--- config.mk ---
export PLATFORM = sky130hd
export DESIGN_NAME = imem_loader_flat
export DESIGN_NICKNAME = d
export VERILOG_FILES = /design/src/rtl/imem_loader_pkg.sv /design/src/rtl/imem_loader_if.sv /design/src/rtl/imem_loader_packer.sv /design/src/rtl/imem_loader.sv /design/src/flat_wrapper.sv
export SDC_FILE = /design/constraint.sdc
export NUM_CORES = 1
export LEC_CHECK = 0
export CAP_MARGIN = 0
export CORE_MARGIN = 8
export CORE_UTILIZATION = 49
export CTS_CLUSTER_SIZE = 8
export DETAILED_ROUTE_END_ITERATION = 6
export MAX_ROUTING_LAYER = met4
export PLACE_DENSITY = 0.75
export SETUP_SLACK_MARGIN = 0.02
export SKIP_CTS_REPAIR_TIMING = 1
export SYNTH_ARGS = -nofsm -noshare
export SYNTH_HDL_FRONTEND = slang
export SYNTH_HIERARCHICAL = 1
export SYNTH_SLANG_ARGS = --single-unit
--- constraint.sdc ---
create_clock -name clk -period 1.9 [get_ports clk]
set_input_delay 0.38 -clock clk [delete_from_list [all_inputs] [get_ports clk]]
set_output_delay 0.38 -clock clk [all_outputs]
set_load 0.05 [all_outputs]
--- src/rtl/imem_loader_pkg.sv ---
// Shared definitions for the boot-time instruction-memory loader.
// Holds the loader FSM state encoding and the frame geometry constant.
// No logic; imported by the loader top and its byte packer.
package imem_loader_pkg;

    typedef enum logic [2:0] {
        LEN_HI = 3'd0,
        LEN_LO = 3'd1,
        DATA   = 3'd2,
        CHECK  = 3'd3,
        RUN    = 3'd4,
        ERROR  = 3'd5
    } state_t;

    localparam int BYTES_PER_WORD = 4;

    // States in which the loader is willing to take a stream byte.
    function automatic logic accepts_bytes(input state_t s);
        return (s == LEN_HI) || (s == LEN_LO) || (s == DATA) || (s == CHECK);
    endfunction

endpackage

--- src/rtl/imem_loader_if.sv ---
// Byte-stream handshake between the host byte source and the loader.
// A byte moves on a rising edge where in_valid && in_ready; no added latency.
// master drives in_data/in_valid, slave drives in_ready (slave applies backpressure).
interface imem_loader_if;

    logic [7:0] in_data;
    logic       in_valid;
    logic       in_ready;

    modport master (output in_data, output in_valid, input in_ready);
    modport slave  (input in_data, input in_valid, output in_ready);

endinterface

--- src/rtl/imem_loader_packer.sv ---
// Packs accepted stream bytes MSB-first into 32-bit words.
// Latency: word_valid/word appear one cycle after the edge that takes the 4th byte.
// Backpressure: none of its own; byte_vld must already be a completed transfer.
// Ports: clk/rst, byte_vld/byte_dat in, last_byte (current byte completes a word),
//        word_valid (1-cycle pulse) and word (held until the next completed word).
module imem_loader_packer
    import imem_loader_pkg::*;
(
    input  logic        clk,
    input  logic        rst,
    input  logic        byte_vld,
    input  logic [7:0]  byte_dat,
    output logic        last_byte,
    output logic        word_valid,
    output logic [31:0] word
);

    localparam int CW = $clog2(BYTES_PER_WORD);

    logic [CW-1:0] cnt;
    // Only the first three bytes need storing; the fourth is merged straight
    // into the output word on the edge that accepts it.
    logic [23:0]   shift;

    assign last_byte = (cnt == CW'(BYTES_PER_WORD - 1));

    always_ff @(posedge clk) begin
        if (rst) begin
            cnt        <= '0;
            shift      <= '0;
            word_valid <= 1'b0;
            word       <= '0;
        end else begin
            word_valid <= 1'b0;
            if (byte_vld) begin
                shift <= {shift[15:0], byte_dat};
                cnt   <= cnt + CW'(1);   // wraps back to 0 after the last byte
                if (last_byte) begin
                    word       <= {shift, byte_dat};
                    word_valid <= 1'b1;
                end
            end
        end
    end

endmodule

--- src/rtl/imem_loader.sv ---
// Boot loader: takes a framed byte stream, writes instruction memory, releases CPU reset.
// Latency: memory write one cycle after a word's 4th byte; cpu_rst drops on the checksum edge.
// Backpressure: in_ready high while loading, low once RUN or ERROR is reached.
// Ports: clk, rst (sync, active-high); in_if byte stream (slave); mem_we/mem_addr/mem_wdata
//        write port; cpu_rst, done, error status; words_loaded = words written so far.
module imem_loader
    import imem_loader_pkg::*;
#(
    parameter int ADDR_WIDTH = 10,
    parameter int DEPTH      = 1024
) (
    input  logic                  clk,
    input  logic                  rst,
    imem_loader_if.slave          in_if,
    output logic                  mem_we,
    output logic [ADDR_WIDTH-1:0] mem_addr,
    output logic [31:0]           mem_wdata,
    output logic                  cpu_rst,
    output logic                  done,
    output logic                  error,
    output logic [ADDR_WIDTH:0]   words_loaded
);

    state_t      state;
    state_t      state_nxt;
    logic [15:0] len;
    logic [15:0] len_full;
    logic [7:0]  csum;
    logic        xfer;
    logic        pk_vld;
    logic        pk_last;
    logic        word_done;

    assign xfer      = in_if.in_valid && in_if.in_ready;
    assign pk_vld    = xfer && (state == DATA);
    assign word_done = pk_vld && pk_last;
    // Length as it will be once the low byte currently on the bus is latched.
    assign len_full  = {len[15:8], in_if.in_data};

    imem_loader_packer u_packer (
        .clk        (clk),
        .rst        (rst),
        .byte_vld   (pk_vld),
        .byte_dat   (in_if.in_data),
        .last_byte  (pk_last),
        .word_valid (mem_we),
        .word       (mem_wdata)
    );

    always_comb begin
        state_nxt = state;
        if (xfer) begin
            case (state)
                LEN_HI: state_nxt = LEN_LO;
                LEN_LO: begin
                    if ({16'd0, len_full} > 32'(DEPTH))
                        state_nxt = ERROR;
                    else if (len_full == 16'd0)
                        state_nxt = CHECK;
                    else
                        state_nxt = DATA;
                end
                DATA: begin
                    // Leave DATA on the edge that completes the last word.
                    if (pk_last && (32'(words_loaded) + 32'd1 == {16'd0, len}))
                        state_nxt = CHECK;
                end
                CHECK:   state_nxt = (in_if.in_data == csum) ? RUN : ERROR;
                default: state_nxt = state;
            endcase
        end
    end

    // Status outputs are registered decodes of the state being entered, so
    // they change on the same edge as the state itself.
    always_ff @(posedge clk) begin
        if (rst) begin
            state          <= LEN_HI;
            in_if.in_ready <= 1'b1;
            cpu_rst        <= 1'b1;
            done           <= 1'b0;
            error          <= 1'b0;
            len            <= '0;
            csum           <= '0;
            words_loaded   <= '0;
            mem_addr       <= '0;
        end else begin
            state          <= state_nxt;
            in_if.in_ready <= accepts_bytes(state_nxt);
            done           <= (state_nxt == RUN);
            error          <= (state_nxt == ERROR);
            cpu_rst        <= (state_nxt != RUN);

            // The checksum covers every frame byte except the checksum itself.
            if (xfer && (state != CHECK))
                csum <= csum ^ in_if.in_data;
            if (xfer && (state == LEN_HI))
                len[15:8] <= in_if.in_data;
            if (xfer && (state == LEN_LO))
                len[7:0] <= in_if.in_data;

            if (word_done) begin
                mem_addr     <= words_loaded[ADDR_WIDTH-1:0];
                words_loaded <= words_loaded + (ADDR_WIDTH+1)'(1);
            end
        end
    end

endmodule

--- src/flat_wrapper.sv ---
// flat-port wrapper written by rule: the top's interface ports become plain ports
module imem_loader_flat import imem_loader_pkg::*;
#(
    parameter int ADDR_WIDTH = 10,
    parameter int DEPTH      = 1024
)
  (clk, rst, mem_we, mem_addr, mem_wdata, cpu_rst, done, error, words_loaded, in_if_in_data, in_if_in_valid, in_if_in_ready);
  imem_loader_if in_if_i ();
  input  logic clk;
  input  logic rst;
  output logic mem_we;
  output logic [ADDR_WIDTH-1:0] mem_addr;
  output logic [31:0] mem_wdata;
  output logic cpu_rst;
  output logic done;
  output logic error;
  output logic [ADDR_WIDTH:0] words_loaded;
  input wire logic [$bits(in_if_i.in_data)-1:0] in_if_in_data;
  input wire logic [$bits(in_if_i.in_valid)-1:0] in_if_in_valid;
  output wire logic [$bits(in_if_i.in_ready)-1:0] in_if_in_ready;
  assign in_if_i.in_data = in_if_in_data;
  assign in_if_i.in_valid = in_if_in_valid;
  assign in_if_in_ready = in_if_i.in_ready;
  imem_loader #(.ADDR_WIDTH(ADDR_WIDTH), .DEPTH(DEPTH)) u_core (.clk(clk), .rst(rst), .in_if(in_if_i), .mem_we(mem_we), .mem_addr(mem_addr), .mem_wdata(mem_wdata), .cpu_rst(cpu_rst), .done(done), .error(error), .words_loaded(words_loaded));
endmodule
==> run metrics <==
run status complete, but fails checks; failing checks setup timing; first-pass GRT wire length 19.1 mm; post-synthesis cell count 533; Total Power 4.44 mW; Most used DFF post-synth dfxtp_1; CTS Sinks 111; Clock Skew 15.5 ps; total track usage 18.1%; H-tree depth 3; share of the synthesized area in the top cell type 44.3%; Starting Density 49.5%; detailed router's first-iteration violation count 293; drt drc 0; top cell type by total area after synthesis dfxtp_1; CTS tree built; Clock Tree Buf Depth 2; fraction of layout cells with a size suffix above 1 22.7%; FF+latch area 0.00225 sq mm; Area Overhead vs Synth 27.0%; synthesized net count 546; DIE HEIGHT 117 um; most frequent cells after synthesis dfxtp_1, nor2_1, mux2i_1, nand2_1, nand3_1; setup slack after layout -107 ps; number of hold violations in the final report 0; die footprint 0.0137 sq mm; YS warnings 6; Via Count 3980; Worst-path clk slew 110 ps; Antenna Nets Post-Route 0; maximum vdd drop 0.000482 V; RSZ-0062 raised after global routing yes; Rows 37; Pwr per Cell Area 698 mW/mm^2; Final min period 2010 ps; pre-CTS setup slack -532 ps; most common cell in the synthesized netlist dfxtp_1; largest net degree at the start of global routing 66; CP Capture Type flip-flop; Arr. time, crit path 2280 ps; Chip Width 117 um; post-route clock period utilization 106%; Core Area 0.0101 sq mm; relative slew slack 57.0%; # setup viols final 3; synthesized cell area 0.00502 sq mm; top post-synthesis cells by area dfxtp_1, mux2i_1, a21bo_1; Hold Slack 381 ps; dpl hpwl 8.48 mm; Max Cap Violations 0; PortBufs 68; nets 628; CTS Buf Count 9; Pre-antenna DRT Iters 4; Hold Crit Class primary input to flip-flop; RePlAce Congestion 0.868; Boundary Pins 69; clk_lat worst skew 380 ps; startpoint types flip-flop; area of the multi-input gates 0.00259 sq mm; fmax 498 MHz; P_leak 2.88 nW; filler instances 813; critical path type flip-flop to flip-flop; Slew Limit Fails 0; WP data required 2180 ps; vias per cell 5.26; async set-reset flop share out of synthesis 0%; Yosys cell types 45; Crit Path Max Fanout 8; count of state elements after synthesis 111; initial antenna violation count 0; setup TNS -198 ps; vias in the first global route 3909; CTS root buf clkbuf_8; EDFF count, synth 0; Overflow after GRT 0; mean post-synth cell area 9.41 sq um; worst slew pin tran 645 ps; per-cell routed wire length 15.7 um; Seq/Total Area, Yosys 44.3%; WL final 11.9 mm; ANT cells 0
## stage by stage
| stage | instance area (sq um) | utilization (%) | instances |
|---|---|---|---|
| 6_report | 6370 | 62.8 | 756 |
| 5_1_grt | 6370 | 62.8 | 756 |
| 4_1_cts | 6210 | 61.2 | 756 |
| 3_5_place_dp | 6010 | 59.2 | 740 |
| 3_3_place_gp | 6010 | 59.2 | 740 |
| 2_1_floorplan | 5060 | - | 533 |
## power breakdown
group / internal (mW) / total (mW) / switching [mW]
clock network: 0.532 / 1.43 / 0.894
registers: 2.38 / 2.44 / 0.0588
logic: 0.267 / 0.575 / 0.308
total: 3.18 / 4.44 / 1.26
## worst max-delay path: stages (launching register included)
cell and delay [ps]:
dfxtp_2 420, or3b_1 360, nor4_1 420, a2111oi_4 130, a211oi_4 290, a31oi_4 140
and2_4 160
## flip-flops by register name, summed over array words and instances (netlist names)
register                    cells
u_core/state                    3
u_core/u_packer/word           32
u_core/len                     16
u_core/mem_addr                10
u_core/csum                     8
u_core/u_packer/cnt             2
u_core/in_if.in_ready           1
u_core/cpu_rst                  1
u_core/u_packer/shift          24
u_core/words_loaded            11
u_core/error                    1
u_core/u_packer/word_valid      1
u_core/done                     1
## logic make-up (layout without fill, tap and decap cells)
| family | Yosys count | after routing | share of synthesized area (%) |
|---|---|---|---|
| simple gates | 195 | 195 | 18.4 |
| xor+xnor | 44 | 44 | 7.68 |
| buf+inv | 50 | 137 | 6.06 |
| flops | 111 | 111 | 44.3 |
| compound gates | 89 | 89 | 14.7 |
| fa+ha+maj | 2 | 2 | 0.499 |
| mux | 42 | 42 | 8.38 |
## per-layer routing
metal  up-vias  GRT usage (%)  share of wire [%]
li1       1975              -                  -
met3        11           2.36                3.7
met4         0           6.57                1.2
met5         -              -                  0
met1      1907           22.6                 45
met2        87           29.3                 50
## path summary, 6_finish.rpt
check	slack, ps	end	cells past startpoint	start
setup reg to reg	-110	u_core/done$_SDFF_PP0_	6	u_core/words_loaded[7]$_SDFFE_PP0P_
hold / removal	380	u_core/u_packer/shift[8]$_SDFFE_PP0P_	2	rst
hold reg to reg	460	u_core/mem_addr[1]$_SDFFE_PP0P_	2	u_core/mem_addr[1]$_SDFFE_PP0P_
setup / recovery	-110	u_core/done$_SDFF_PP0_	6	u_core/words_loaded[7]$_SDFFE_PP0P_
## layout make-up
type / instances / share of cell area, %
sequential: 111 / 35.4
clock buffer: 9 / 1.94
inverter: 3 / 0.177
multi-input combinational: 372 / 40.6
timing repair buffer: 118 / 18.0
clock inverter: 7 / 1.18
tap: 136 / 2.67
## cell usage in the layout, fill, tap and decap left out, types with 3 or more instances in the layout
cell / instances
dfxtp_4: 7
nor4_1: 4
nand3_1: 40
inv_8: 3
xor2_1: 23
buf_4: 70
clkdlybuf4s50_1: 9
nor4_4: 3
nand4_1: 5
nand2_1: 42
inv_1: 3
nor3_1: 7
mux2i_1: 42
a21bo_1: 31
a21oi_1: 27
buf_12: 6
dfxtp_2: 4
clkbuf_8: 9
a21oi_2: 18
xnor2_1: 21
dlymetal6s2s_1: 33
nor2_1: 76
dfxtp_1: 100
(Power assumes the default switching activity.)
